==> config.mk <==
export PLATFORM = sky130hd
export DESIGN_NAME = core_excp_ctrl_flat
export DESIGN_NICKNAME = d
export VERILOG_FILES = /design/src/rtl/core_excp_ctrl_pkg.sv /design/src/rtl/core_excp_ctrl_if.sv /design/src/rtl/core_excp_lane_sel.sv /design/src/rtl/core_excp_ctrl.sv /design/src/flat_wrapper.sv
export SDC_FILE = /design/constraint.sdc
export NUM_CORES = 1
export LEC_CHECK = 0
export ABC_CLOCK_PERIOD_IN_PS = 5300
export CAP_MARGIN = 20
export CORE_MARGIN = 8
export CORE_UTILIZATION = 40
export DETAILED_ROUTE_END_ITERATION = 16
export GPL_ROUTABILITY_DRIVEN = 0
export PLACE_DENSITY_LB_ADDON = 0.25
export SYNTH_ARGS = -nofsm -noshare
export SYNTH_HDL_FRONTEND = slang
export SYNTH_SLANG_ARGS = --single-unit
==> constraint.sdc <==
create_clock -name clk -period 5.3 [get_ports clk]
set_input_delay 1.59 -clock clk [delete_from_list [all_inputs] [get_ports clk]]
set_output_delay 1.59 -clock clk [all_outputs]
set_load 0.03 [all_outputs]
==> src/rtl/core_excp_ctrl_pkg.sv <==
// Shared types and constants for the commit-stage exception controller.
package core_excp_ctrl_pkg;

  // Controller phase; the flush counter lives beside it
  typedef enum logic [1:0] {
    ST_RUN   = 2'd0,
    ST_FLUSH = 2'd1,
    ST_IDLE  = 2'd2
  } state_e;

  localparam int unsigned DEF_EXCP_W    = 16;
  localparam int unsigned DEF_TLBR_BIT  = 14;
  localparam int unsigned DEF_ITLBR_BIT = 15;
  localparam int unsigned CNT_W         = 4;

  // Interrupts are reported in the top slot of the exception vector
  localparam int unsigned INT_ECODE_IDX = DEF_EXCP_W - 1;

  function automatic int unsigned int_ecode_idx(input int unsigned excp_w);
    return excp_w - 1;
  endfunction

endpackage

==> src/rtl/core_excp_ctrl_if.sv <==
// Commit-lane inputs and redirect/CSR-update outputs of the exception controller.
interface core_excp_ctrl_if
  import core_excp_ctrl_pkg::*;
#(
  parameter int unsigned LANES  = 2,
  parameter int unsigned EXCP_W = DEF_EXCP_W
);
  localparam int unsigned ECODE_W = $clog2(EXCP_W);

  logic [LANES-1:0]             valid_i;
  logic [LANES-1:0][EXCP_W-1:0] excp_i;
  logic [LANES-1:0]             ertn_i;
  logic [LANES-1:0]             idle_i;
  logic [LANES-1:0][31:0]       pc_i;
  logic [31:0]                  eentry_i;
  logic [31:0]                  tlbrentry_i;
  logic [31:0]                  era_i;
  logic                         int_pending_i;

  logic [LANES-1:0]             commit_mask_o;
  logic                         redirect_o;
  logic [31:0]                  target_o;
  logic                         excp_commit_o;
  logic                         ertn_commit_o;
  logic [ECODE_W-1:0]           ecode_idx_o;
  logic [31:0]                  era_o;
  logic                         idle_o;

  modport master (
    output valid_i, excp_i, ertn_i, idle_i, pc_i,
    output eentry_i, tlbrentry_i, era_i, int_pending_i,
    input  commit_mask_o, redirect_o, target_o, excp_commit_o,
    input  ertn_commit_o, ecode_idx_o, era_o, idle_o
  );

  modport slave (
    input  valid_i, excp_i, ertn_i, idle_i, pc_i,
    input  eentry_i, tlbrentry_i, era_i, int_pending_i,
    output commit_mask_o, redirect_o, target_o, excp_commit_o,
    output ertn_commit_o, ecode_idx_o, era_o, idle_o
  );

endinterface

==> src/rtl/core_excp_lane_sel.sv <==
// Lowest-index priority selector: one-hot grant, binary index and any-hit flag.
module core_excp_lane_sel #(
  parameter int unsigned N     = 2,
  parameter int unsigned IDX_W = (N > 1) ? $clog2(N) : 1
) (
  input  logic [N-1:0]     i_req,
  output logic [N-1:0]     o_onehot_c,
  output logic [IDX_W-1:0] o_idx_c,
  output logic             o_any_c
);

  // Scan from the top so the lowest requesting index is the last one written
  always_comb begin
    o_onehot_c = '0;
    o_idx_c    = '0;
    o_any_c    = 1'b0;
    for (int i = int'(N) - 1; i >= 0; i--) begin
      if (i_req[i]) begin
        o_onehot_c    = '0;
        o_onehot_c[i] = 1'b1;
        o_idx_c       = IDX_W'(i);
        o_any_c       = 1'b1;
      end
    end
  end

endmodule

==> src/rtl/core_excp_ctrl.sv <==
// Commit-stage exception/ertn/idle controller: gates commit lanes, issues redirects.
module core_excp_ctrl
  import core_excp_ctrl_pkg::*;
#(
  parameter int unsigned LANES        = 2,
  parameter int unsigned EXCP_W       = DEF_EXCP_W,
  parameter int unsigned TLBR_BIT     = DEF_TLBR_BIT,
  parameter int unsigned ITLBR_BIT    = DEF_ITLBR_BIT,
  parameter int unsigned FLUSH_CYCLES = 2
) (
  input logic             clk,
  input logic             rst,
  core_excp_ctrl_if.slave bus
);

  localparam int unsigned ECODE_W   = $clog2(EXCP_W);
  localparam int unsigned LIDX_W    = (LANES > 1) ? $clog2(LANES) : 1;
  localparam int unsigned ECODE_INT = int_ecode_idx(EXCP_W);

  state_e             r_state, w_state_nxt;
  logic [CNT_W-1:0]   r_cnt, w_cnt_nxt;
  logic               r_redirect, w_redirect_nxt;
  logic               r_excp_commit, w_excp_commit_nxt;
  logic               r_ertn_commit, w_ertn_commit_nxt;
  logic [31:0]        r_target, w_target_nxt;
  logic [31:0]        r_era, w_era_nxt;
  logic [ECODE_W-1:0] r_ecode, w_ecode_nxt;
  logic               r_idle, w_idle_nxt;
  logic [31:0]        r_idle_pc, w_idle_pc_nxt;

  logic [LANES-1:0]   w_trap, w_idle_lane, w_req;
  logic               w_int;
  logic [LANES-1:0]   w_sel_oh, w_below, w_run_mask;
  logic [LIDX_W-1:0]  w_sel_idx;
  logic               w_sel_any;
  logic [EXCP_W-1:0]  w_sel_excp;
  logic               w_sel_ertn;
  logic [31:0]        w_sel_pc;
  logic               w_kind_excp, w_kind_ertn, w_kind_idle;
  logic [ECODE_W-1:0] w_ecode;
  logic [31:0]        w_trap_target;

  // Classify each lane as trapping or idling
  always_comb begin
    for (int l = 0; l < int'(LANES); l++) begin
      w_trap[l]      = bus.valid_i[l] & ((|bus.excp_i[l]) | bus.ertn_i[l]);
      w_idle_lane[l] = bus.valid_i[l] & bus.idle_i[l] & ~(|bus.excp_i[l]);
    end
  end

  // A pending interrupt claims lane 0 whenever it holds an instruction
  assign w_int = bus.int_pending_i & bus.valid_i[0];
  assign w_req = w_trap | w_idle_lane | LANES'(w_int);

  core_excp_lane_sel #(
    .N     (LANES),
    .IDX_W (LIDX_W)
  ) u_lane_sel (
    .i_req      (w_req),
    .o_onehot_c (w_sel_oh),
    .o_idx_c    (w_sel_idx),
    .o_any_c    (w_sel_any)
  );

  assign w_sel_excp = bus.excp_i[w_sel_idx];
  assign w_sel_ertn = bus.ertn_i[w_sel_idx];
  assign w_sel_pc   = bus.pc_i[w_sel_idx];

  // Interrupt beats flags, flags beat ertn, anything else selected is idle
  assign w_kind_excp = w_int | (|w_sel_excp);
  assign w_kind_ertn = ~w_kind_excp & w_sel_ertn;
  assign w_kind_idle = ~w_kind_excp & ~w_sel_ertn;

  // Lowest set exception flag of the selected lane
  always_comb begin
    w_ecode = '0;
    for (int i = int'(EXCP_W) - 1; i >= 0; i--) begin
      if (w_sel_excp[i]) w_ecode = ECODE_W'(i);
    end
  end

  // Redirect target for a trap taken in RUN
  always_comb begin
    if (w_kind_ertn)
      w_trap_target = bus.era_i;
    else if (!w_int && (w_sel_excp[TLBR_BIT] || w_sel_excp[ITLBR_BIT]))
      w_trap_target = bus.tlbrentry_i;
    else
      w_trap_target = bus.eentry_i;
  end

  // Older lanes commit; the selected lane commits only if it is ertn or idle
  assign w_below = w_sel_oh - LANES'(1);
  always_comb begin
    if (!w_sel_any)
      w_run_mask = bus.valid_i;
    else if (w_int)
      w_run_mask = '0;
    else
      w_run_mask = bus.valid_i & (w_below | (w_sel_oh & {LANES{~w_kind_excp}}));
  end

  // Next-state, commit mask and next values of the registered outputs
  always_comb begin
    w_state_nxt       = r_state;
    w_cnt_nxt         = r_cnt;
    w_redirect_nxt    = 1'b0;
    w_excp_commit_nxt = 1'b0;
    w_ertn_commit_nxt = 1'b0;
    w_target_nxt      = r_target;
    w_era_nxt         = r_era;
    w_ecode_nxt       = r_ecode;
    w_idle_nxt        = 1'b0;
    w_idle_pc_nxt     = r_idle_pc;
    bus.commit_mask_o = '0;
    case (r_state)
      ST_RUN: begin
        bus.commit_mask_o = w_run_mask;
        if (w_sel_any) begin
          if (w_kind_idle) begin
            w_state_nxt   = ST_IDLE;
            w_idle_nxt    = 1'b1;
            w_idle_pc_nxt = w_sel_pc + 32'd4;
          end else begin
            w_state_nxt       = ST_FLUSH;
            w_cnt_nxt         = CNT_W'(FLUSH_CYCLES - 1);
            w_redirect_nxt    = 1'b1;
            w_excp_commit_nxt = w_kind_excp;
            w_ertn_commit_nxt = w_kind_ertn;
            w_target_nxt      = w_trap_target;
            w_era_nxt         = w_sel_pc;
            w_ecode_nxt       = w_int ? ECODE_W'(ECODE_INT) : w_ecode;
          end
        end
      end
      ST_IDLE: begin
        w_idle_nxt = 1'b1;
        if (bus.int_pending_i) begin
          w_state_nxt       = ST_FLUSH;
          w_cnt_nxt         = CNT_W'(FLUSH_CYCLES - 1);
          w_idle_nxt        = 1'b0;
          w_redirect_nxt    = 1'b1;
          w_excp_commit_nxt = 1'b1;
          w_target_nxt      = bus.eentry_i;
          w_era_nxt         = r_idle_pc;
          w_ecode_nxt       = ECODE_W'(ECODE_INT);
        end
      end
      ST_FLUSH: begin
        if (r_cnt == '0) w_state_nxt = ST_RUN;
        else             w_cnt_nxt   = r_cnt - CNT_W'(1);
      end
      default: w_state_nxt = ST_RUN;
    endcase
  end

  // State and output registers
  always_ff @(posedge clk or posedge rst) begin
    if (rst) begin
      r_state       <= ST_RUN;
      r_cnt         <= '0;
      r_redirect    <= 1'b0;
      r_excp_commit <= 1'b0;
      r_ertn_commit <= 1'b0;
      r_target      <= '0;
      r_era         <= '0;
      r_ecode       <= '0;
      r_idle        <= 1'b0;
      r_idle_pc     <= '0;
    end else begin
      r_state       <= w_state_nxt;
      r_cnt         <= w_cnt_nxt;
      r_redirect    <= w_redirect_nxt;
      r_excp_commit <= w_excp_commit_nxt;
      r_ertn_commit <= w_ertn_commit_nxt;
      r_target      <= w_target_nxt;
      r_era         <= w_era_nxt;
      r_ecode       <= w_ecode_nxt;
      r_idle        <= w_idle_nxt;
      r_idle_pc     <= w_idle_pc_nxt;
    end
  end

  assign bus.redirect_o    = r_redirect;
  assign bus.excp_commit_o = r_excp_commit;
  assign bus.ertn_commit_o = r_ertn_commit;
  assign bus.target_o      = r_target;
  assign bus.era_o         = r_era;
  assign bus.ecode_idx_o   = r_ecode;
  assign bus.idle_o        = r_idle;

endmodule

==> src/flat_wrapper.sv <==
// flat-port wrapper written by rule: the top's interface ports become plain ports
module core_excp_ctrl_flat import core_excp_ctrl_pkg::*;
#(
  parameter int unsigned LANES        = 2,
  parameter int unsigned EXCP_W       = DEF_EXCP_W,
  parameter int unsigned TLBR_BIT     = DEF_TLBR_BIT,
  parameter int unsigned ITLBR_BIT    = DEF_ITLBR_BIT,
  parameter int unsigned FLUSH_CYCLES = 2
)
  (clk, rst, bus_valid_i, bus_excp_i, bus_ertn_i, bus_idle_i, bus_pc_i, bus_eentry_i, bus_tlbrentry_i, bus_era_i, bus_int_pending_i, bus_commit_mask_o, bus_redirect_o, bus_target_o, bus_excp_commit_o, bus_ertn_commit_o, bus_ecode_idx_o, bus_era_o, bus_idle_o);
  core_excp_ctrl_if #(.LANES(LANES), .EXCP_W(EXCP_W)) bus_i ();
  input logic clk;
  input logic rst;
  input wire logic [$bits(bus_i.valid_i)-1:0] bus_valid_i;
  input wire logic [$bits(bus_i.excp_i)-1:0] bus_excp_i;
  input wire logic [$bits(bus_i.ertn_i)-1:0] bus_ertn_i;
  input wire logic [$bits(bus_i.idle_i)-1:0] bus_idle_i;
  input wire logic [$bits(bus_i.pc_i)-1:0] bus_pc_i;
  input wire logic [$bits(bus_i.eentry_i)-1:0] bus_eentry_i;
  input wire logic [$bits(bus_i.tlbrentry_i)-1:0] bus_tlbrentry_i;
  input wire logic [$bits(bus_i.era_i)-1:0] bus_era_i;
  input wire logic [$bits(bus_i.int_pending_i)-1:0] bus_int_pending_i;
  output wire logic [$bits(bus_i.commit_mask_o)-1:0] bus_commit_mask_o;
  output wire logic [$bits(bus_i.redirect_o)-1:0] bus_redirect_o;
  output wire logic [$bits(bus_i.target_o)-1:0] bus_target_o;
  output wire logic [$bits(bus_i.excp_commit_o)-1:0] bus_excp_commit_o;
  output wire logic [$bits(bus_i.ertn_commit_o)-1:0] bus_ertn_commit_o;
  output wire logic [$bits(bus_i.ecode_idx_o)-1:0] bus_ecode_idx_o;
  output wire logic [$bits(bus_i.era_o)-1:0] bus_era_o;
  output wire logic [$bits(bus_i.idle_o)-1:0] bus_idle_o;
  assign bus_i.valid_i = bus_valid_i;
  assign bus_i.excp_i = bus_excp_i;
  assign bus_i.ertn_i = bus_ertn_i;
  assign bus_i.idle_i = bus_idle_i;
  assign bus_i.pc_i = bus_pc_i;
  assign bus_i.eentry_i = bus_eentry_i;
  assign bus_i.tlbrentry_i = bus_tlbrentry_i;
  assign bus_i.era_i = bus_era_i;
  assign bus_i.int_pending_i = bus_int_pending_i;
  assign bus_commit_mask_o = bus_i.commit_mask_o;
  assign bus_redirect_o = bus_i.redirect_o;
  assign bus_target_o = bus_i.target_o;
  assign bus_excp_commit_o = bus_i.excp_commit_o;
  assign bus_ertn_commit_o = bus_i.ertn_commit_o;
  assign bus_ecode_idx_o = bus_i.ecode_idx_o;
  assign bus_era_o = bus_i.era_o;
  assign bus_idle_o = bus_i.idle_o;
  core_excp_ctrl #(.LANES(LANES), .EXCP_W(EXCP_W), .TLBR_BIT(TLBR_BIT), .ITLBR_BIT(ITLBR_BIT), .FLUSH_CYCLES(FLUSH_CYCLES)) u_core (.clk(clk), .rst(rst), .bus(bus_i));
endmodule
==> results of run 1 <==
==> what timing repair did <==
item	4_1_cts	5_1_grt
gates resized for setup	1	1
cloned	0	0
endpoints found under the setup margin	1	2
pin swaps	0	0
==> registers in the layout, indices dropped and copies added (netlist names) <==
name	cells
u_core.bus.excp_commit_o	1
u_core.bus.ertn_commit_o	1
u_core.bus.ecode_idx_o	4
u_core.bus.era_o	32
u_core.bus.idle_o	1
u_core.r_state	2
u_core.r_cnt	4
u_core.r_idle_pc	32
u_core.bus.target_o	32
u_core.bus.redirect_o	1
==> per-stage QoR <==
stage          area [µm²]  TNS, ns  cells
6_report            10400        0   1284
5_1_grt             10400        0   1284
4_1_cts             10400        0   1284
3_5_place_dp        10100  -0.0451   1268
3_3_place_gp        10100        0   1268
2_1_floorplan        7000        0    789
==> worst max-delay path, stage by stage <==
cell	delay, ns
clkdlybuf4s50_1	0.45
or4_4	0.56
or4_4	0.58
nor4_4	0.27
buf_4	0.20
==> cell families (layout without fill, tap and decap cells) <==
family | count (synthesis) | in the layout | synth area share, %
AND/OR/NAND/NOR | 303 | 303 | 21.9
AO/OA/AOI/OAI | 245 | 245 | 25.4
XOR/XNOR | 29 | 29 | 3.64
adder cells (fa/ha/maj) | 2 | 2 | 0.358
multiplexers | 32 | 32 | 4.64
flip-flops | 110 | 110 | 39.4
buffers and inverters | 68 | 338 | 4.64
==> power groups by stage <==
stage          logic (mW)  clock network, mW  registers, mW
2_1_floorplan       0.493                  0           1.78
3_3_place_gp         1.87                  0           1.27
3_5_place_dp         1.88                  0           1.28
4_1_cts              1.88              0.806           1.27
5_1_grt              1.98              0.840           1.30
6_report             1.86              0.797           1.27
==> cell type report <==
cell class | count | area (µm²)
timing repair buffer | 309 | 3050
fill | 1524 | 6750
multi-input combinational | 611 | 3950
clock buffer | 10 | 229
clock inverter | 6 | 110
tap | 225 | 282
inverter | 13 | 52.6
sequential | 110 | 2750
==> cell usage in the layout (no fill, tap or decap), types with 11 or more instances in the layout <==
cell type and instances:
nor4_1 13, clkdlybuf4s50_1 272, nand2_1 90, xnor2_1 16, nand3_1 20, dfrtp_1 110, buf_4 33, xor2_1 13
o21ai_1 22, nor2_1 65, o221ai_1 22, a21o_1 31, a211oi_1 35, o21ai_0 47, nor3_1 19, nor2b_1 36
inv_1 11, a21oi_1 16, mux2i_1 29
==> cells in the mapped netlist, types with 12 or more instances <==
cell type | count | area (µm²)
nor2_1 | 65 | 244
nor2b_1 | 36 | 225
a21oi_1 | 17 | 85.1
nor4_1 | 14 | 87.6
o21ai_1 | 22 | 110
a211oi_1 | 35 | 263
buf_2 | 17 | 85.1
a21o_1 | 31 | 233
xnor2_1 | 16 | 140
clkbuf_1 | 27 | 101
o21ai_0 | 48 | 240
inv_1 | 12 | 45.0
dfrtp_1 | 110 | 2750
o221ai_1 | 22 | 193
nor3_1 | 19 | 95.1
nand3_1 | 20 | 100
xor2_1 | 13 | 114
nand2_1 | 91 | 342
mux2i_1 | 29 | 290
==> per-layer routing <==
metal  vias up  wire [µm]  GRT usage [%]
met3        38       2190           6.38
met2       277      11900           37.4
met1      3376       9920           26.9
met5         -         13              0
met4         2        482           7.29
li1       3443          -              -
==> worst paths after layout <==
check / slack [ns] / to / start
max: 0.06 / bus_commit_mask_o[1] / bus_excp_i[21]
min: 0.48 / u_core.bus.era_o[17] / u_core.bus.era_o[17]
max reg2reg: 3.04 / u_core.bus.target_o[17] / u_core.r_state[1]
min reg2reg: 0.48 / u_core.bus.era_o[17] / u_core.bus.era_o[17]
max in group asynchronous: 2.76 / u_core.r_idle_pc[6] / rst
min in group asynchronous: 1.78 / u_core.bus.era_o[24] / rst
==> flow_summary.yaml, run 1 <==
sta:
  hold_slack_ns: 0.476
  post-route-period-util_pct: 98.9
  setup_violations: 0
  fmax_ghz: 0.191
  rsz0062_at_grt: "no"
  slew_viol_final: 0
  hold_violations: 0
  timing.final.crit_period_ns: 5.24
  tightest_slew_ns: 0.978
  relSlewSlack_pct: 34.6
  fin_skew_ns: 0.00537
  setup_slack_ns: 0.0560
routing:
  final_antenna_net_count: 0
  drtIter0Drc: 462
  drc: 0
  routedWlPerCell_um: 19.1
  viasPerCell: 5.56
  vias: 7136
  first_pass_iters: 5
  drt_wl_total_um: 24500
min_path:
  hold_depth: 1
  hold_path_class: "flop to flop"
final_layout:
  area_delta_synth_final_pct: 49.4
  fin_util_pct: 60.7
  num_antenna_cells: 0
  nNetsFinal: 1257
  drive_gt1_share_pct: 8.97
clock_tree:
  clock-root-buffer: "clkbuf_16"
  post_cts_buffers: 0
  cts.path.max_buffers: 2
  clock_sinks: 110
  cts_made_buffers: 9
  tritoncts: "yes"
  clock_latency_ns: 0.36
  clkTransAtPathRegs_ns: 0.07
  htree_levels: 3
  postCtsHoldBufs: 0
critical_path:
  crit_required_ns: 3.71
  critical_path_class: "input pin to output pin"
  end_kind: "output pin"
  worst-path-max-fanout: 4
  reg2reg_depth: 6
  cp-start-kind: "input pin"
  worstPathArrival_ns: 3.65
pwr:
  swShare_pct: 38.6
  p_per_area_mw_per_mm2: 376
  worst_ir_drop_vdd_uv: 246
  p_comb_share_pct: 47.4
  seqPwrFrac_pct: 32.3
  p_int_mw: 2.41
  p_sw_mw: 1.51
  power_frac_clock_pct: 20.3
  total_power_mw: 3.92
  leakagePower_nw: 4.43
placement:
  numPortBuffers: 274
  pre_cts_slack_ns: -0.0375
  dpl.hpwl_um: 18500
global_routing:
  antenna_found_initial: 1
  grt_remaining_overflow: 0
  grt.total_usage_pct: 22.3
  grt_max_degree: 71
  grt_first_pass_wirelength_um: 39200
  first_global_vias: 7315
synth:
  ys_warn_count: 0
  seq_area_frac_synth_pct: 39.4
  synthFlopType: "dfrtp_1"
  synth.avg_cell_area_um2: 8.85
  netlist_instances: 789
  syn_area_mm2: 0.00698
  synthArstFlopShare_pct: 100
  synth_edf_count: 0
  synth-seq-cells: 110
  synth_nets: 992
  synthDistinctLibCells: 69
floorplan:
  coreArea_mm2: 0.0172
  initial_core_util_pct: 40.6
  die_w_um: 148
  die_area_mm2: 0.0219
  ios: 275
  die_h_um: 148
  rows: 48
status:
  status: "completed"
flow_run:
  cap_violations: 0
(Power assumes the default switching activity.)
==> run 2, diff against run 1 <==
Settings changed: ABC_CLOCK_PERIOD_IN_PS 5300 to 5700.
Clock period 5.3 ns to 5.7 ns, I/O delays scaled along.
==> flow_summary.yaml, run 2 (synthesized netlist as in run 1, its figures left out) <==
status:
  status: "completed"
critical_path:
  worst-path-max-fanout: 5
  worstPathArrival_ns: 3.82
  cp-start-kind: "input pin"
  critical_path_class: "input pin to output pin"
  end_kind: "output pin"
  crit_required_ns: 3.99
final_layout:
  nNetsFinal: 1242
  num_antenna_cells: 0
  drive_gt1_share_pct: 7.66
  fillers: 1574
  area_delta_synth_final_pct: 47.3
  final_cell_mix: "clkdlybuf4s50_1 (272), dfrtp_1 (110), nand2_1 (90), nor2_1 (65), o21ai_0 (47)"
  mostFrequentLayoutCell: "clkdlybuf4s50_1"
sta:
  fmax_ghz: 0.181
  tightest_slew_ns: 0.947
  timing.final.crit_period_ns: 5.53
  fin_skew_ns: 0.00854
  finalSetupTns_ns: 0
  slew_viol_final: 0
  post-route-period-util_pct: 97.1
  hold_violations: 0
  setup_violations: 0
  rsz0062_at_grt: "no"
  relSlewSlack_pct: 36.6
min_path:
  hold_path_class: "flop to flop"
clock_tree:
  ctsResizeCount: 0
  clock_latency_ns: 0.36
  tritoncts: "yes"
  cts.path.max_buffers: 2
  clkTransAtPathRegs_ns: 0.07
  cts_made_buffers: 9
  clock-root-buffer: "clkbuf_16"
  postCtsHoldBufs: 0
  htree_levels: 3
  post_cts_buffers: 0
  clock_sinks: 110
floorplan:
  die_area_mm2: 0.0219
  die_h_um: 148
  rows: 48
  coreArea_mm2: 0.0172
  die_w_um: 148
  ios: 275
  initial_core_util_pct: 40.6
pwr:
  leakagePower_nw: 4.36
  p_per_area_mw_per_mm2: 350
  total_power_mw: 3.60
  worst_ir_drop_vdd_uv: 187
global_routing:
  grt_max_degree: 100
  met3_usage_pct: 5.59
  first_global_vias: 7150
  grt_use_met2_pct: 36.2
  grt_remaining_overflow: 0
  grt.busiest_layer: "met2"
  grt.total_usage_pct: 21.6
  grt_first_pass_wirelength_um: 38100
  grt_use_met1_pct: 26.1
  antenna_found_initial: 0
routing:
  final_antenna_net_count: 0
  routedWlPerCell_um: 18.8
  viasPerCell: 5.53
  first_pass_iters: 5
  vias: 7019
  drt_wl_total_um: 23900
  drc: 0
  drtIter0Drc: 490
flow_run:
  cap_violations: 0
placement:
  dpl.hpwl_um: 18000
  numPortBuffers: 274
-- run 2: changes by cell type in the layout (fill, tap and decap cells not counted), sizes merged --
cell and delta:
clkinvlp -2, bufinv -1, buf -15, inv +2, clkinv +1
-- run 2: power breakdown --
group / leakage, nW / internal, mW / switching, mW
clock: 0.163 / 0.401 / 0.315
sequential: 1.41 / 1.04 / 0.139
combinational: 2.79 / 0.759 / 0.949
-- run 2: worst paths after layout --
kind                                           start                 endpoint  slack (ns)  cells after the start
worst max-delay path                   bus_excp_i[1]     bus_commit_mask_o[1]        0.17                      7
min in group asynchronous                        rst     u_core.r_idle_pc[20]        1.90                      2
worst min-delay path            u_core.bus.era_o[22]     u_core.bus.era_o[22]        0.48                      1
worst min register to register  u_core.bus.era_o[22]     u_core.bus.era_o[22]        0.48                      1
worst max register to register     u_core.r_state[1]  u_core.bus.target_o[31]        3.07                      9
max in group asynchronous                        rst     u_core.r_idle_pc[29]        2.95                      3
-- run 2: per-layer routing --
layer,vias up,share of wire [%]
met1,3315,43
li1,3420,-
met3,36,7.2
met2,248,48
met5,-,0
met4,0,2.3
-- run 2: worst max-delay path, cell delays in order --
cell,delay [ns]
clkdlybuf4s50_1,0.46
or4_4,0.60
nor4_4,0.35
buf_4,0.19
a21oi_2,0.06
nor4_2,0.24
buf_4,0.20
-- run 2: through the flow --
step	hold slack (ns)	worst slack, ns	util [%]	instance area (µm²)	instances
global placement	0.458	0.166	57.9	9950	1253
detailed placement	0.465	0.0810	57.9	9950	1253
finish	0.476	0.165	59.9	10300	1269
floorplan	0.449	0.0933	-	6990	789
CTS	0.481	0.157	59.9	10300	1269
global route	0.493	0.0778	59.9	10300	1269
-- run 2: cell type report --
| class | instances | area (µm²) | area share (%) |
|---|---|---|---|
| repair buffers | 294 | 2930 | 28.4 |
| flip-flops and latches | 110 | 2750 | 26.8 |
| inverters | 13 | 52.6 | 0.511 |
| clock inverters | 6 | 91.3 | 0.888 |
| clock buffers | 10 | 239 | 2.32 |
| well taps | 225 | 282 | 2.74 |
| multi-input cells | 611 | 3940 | 38.3 |
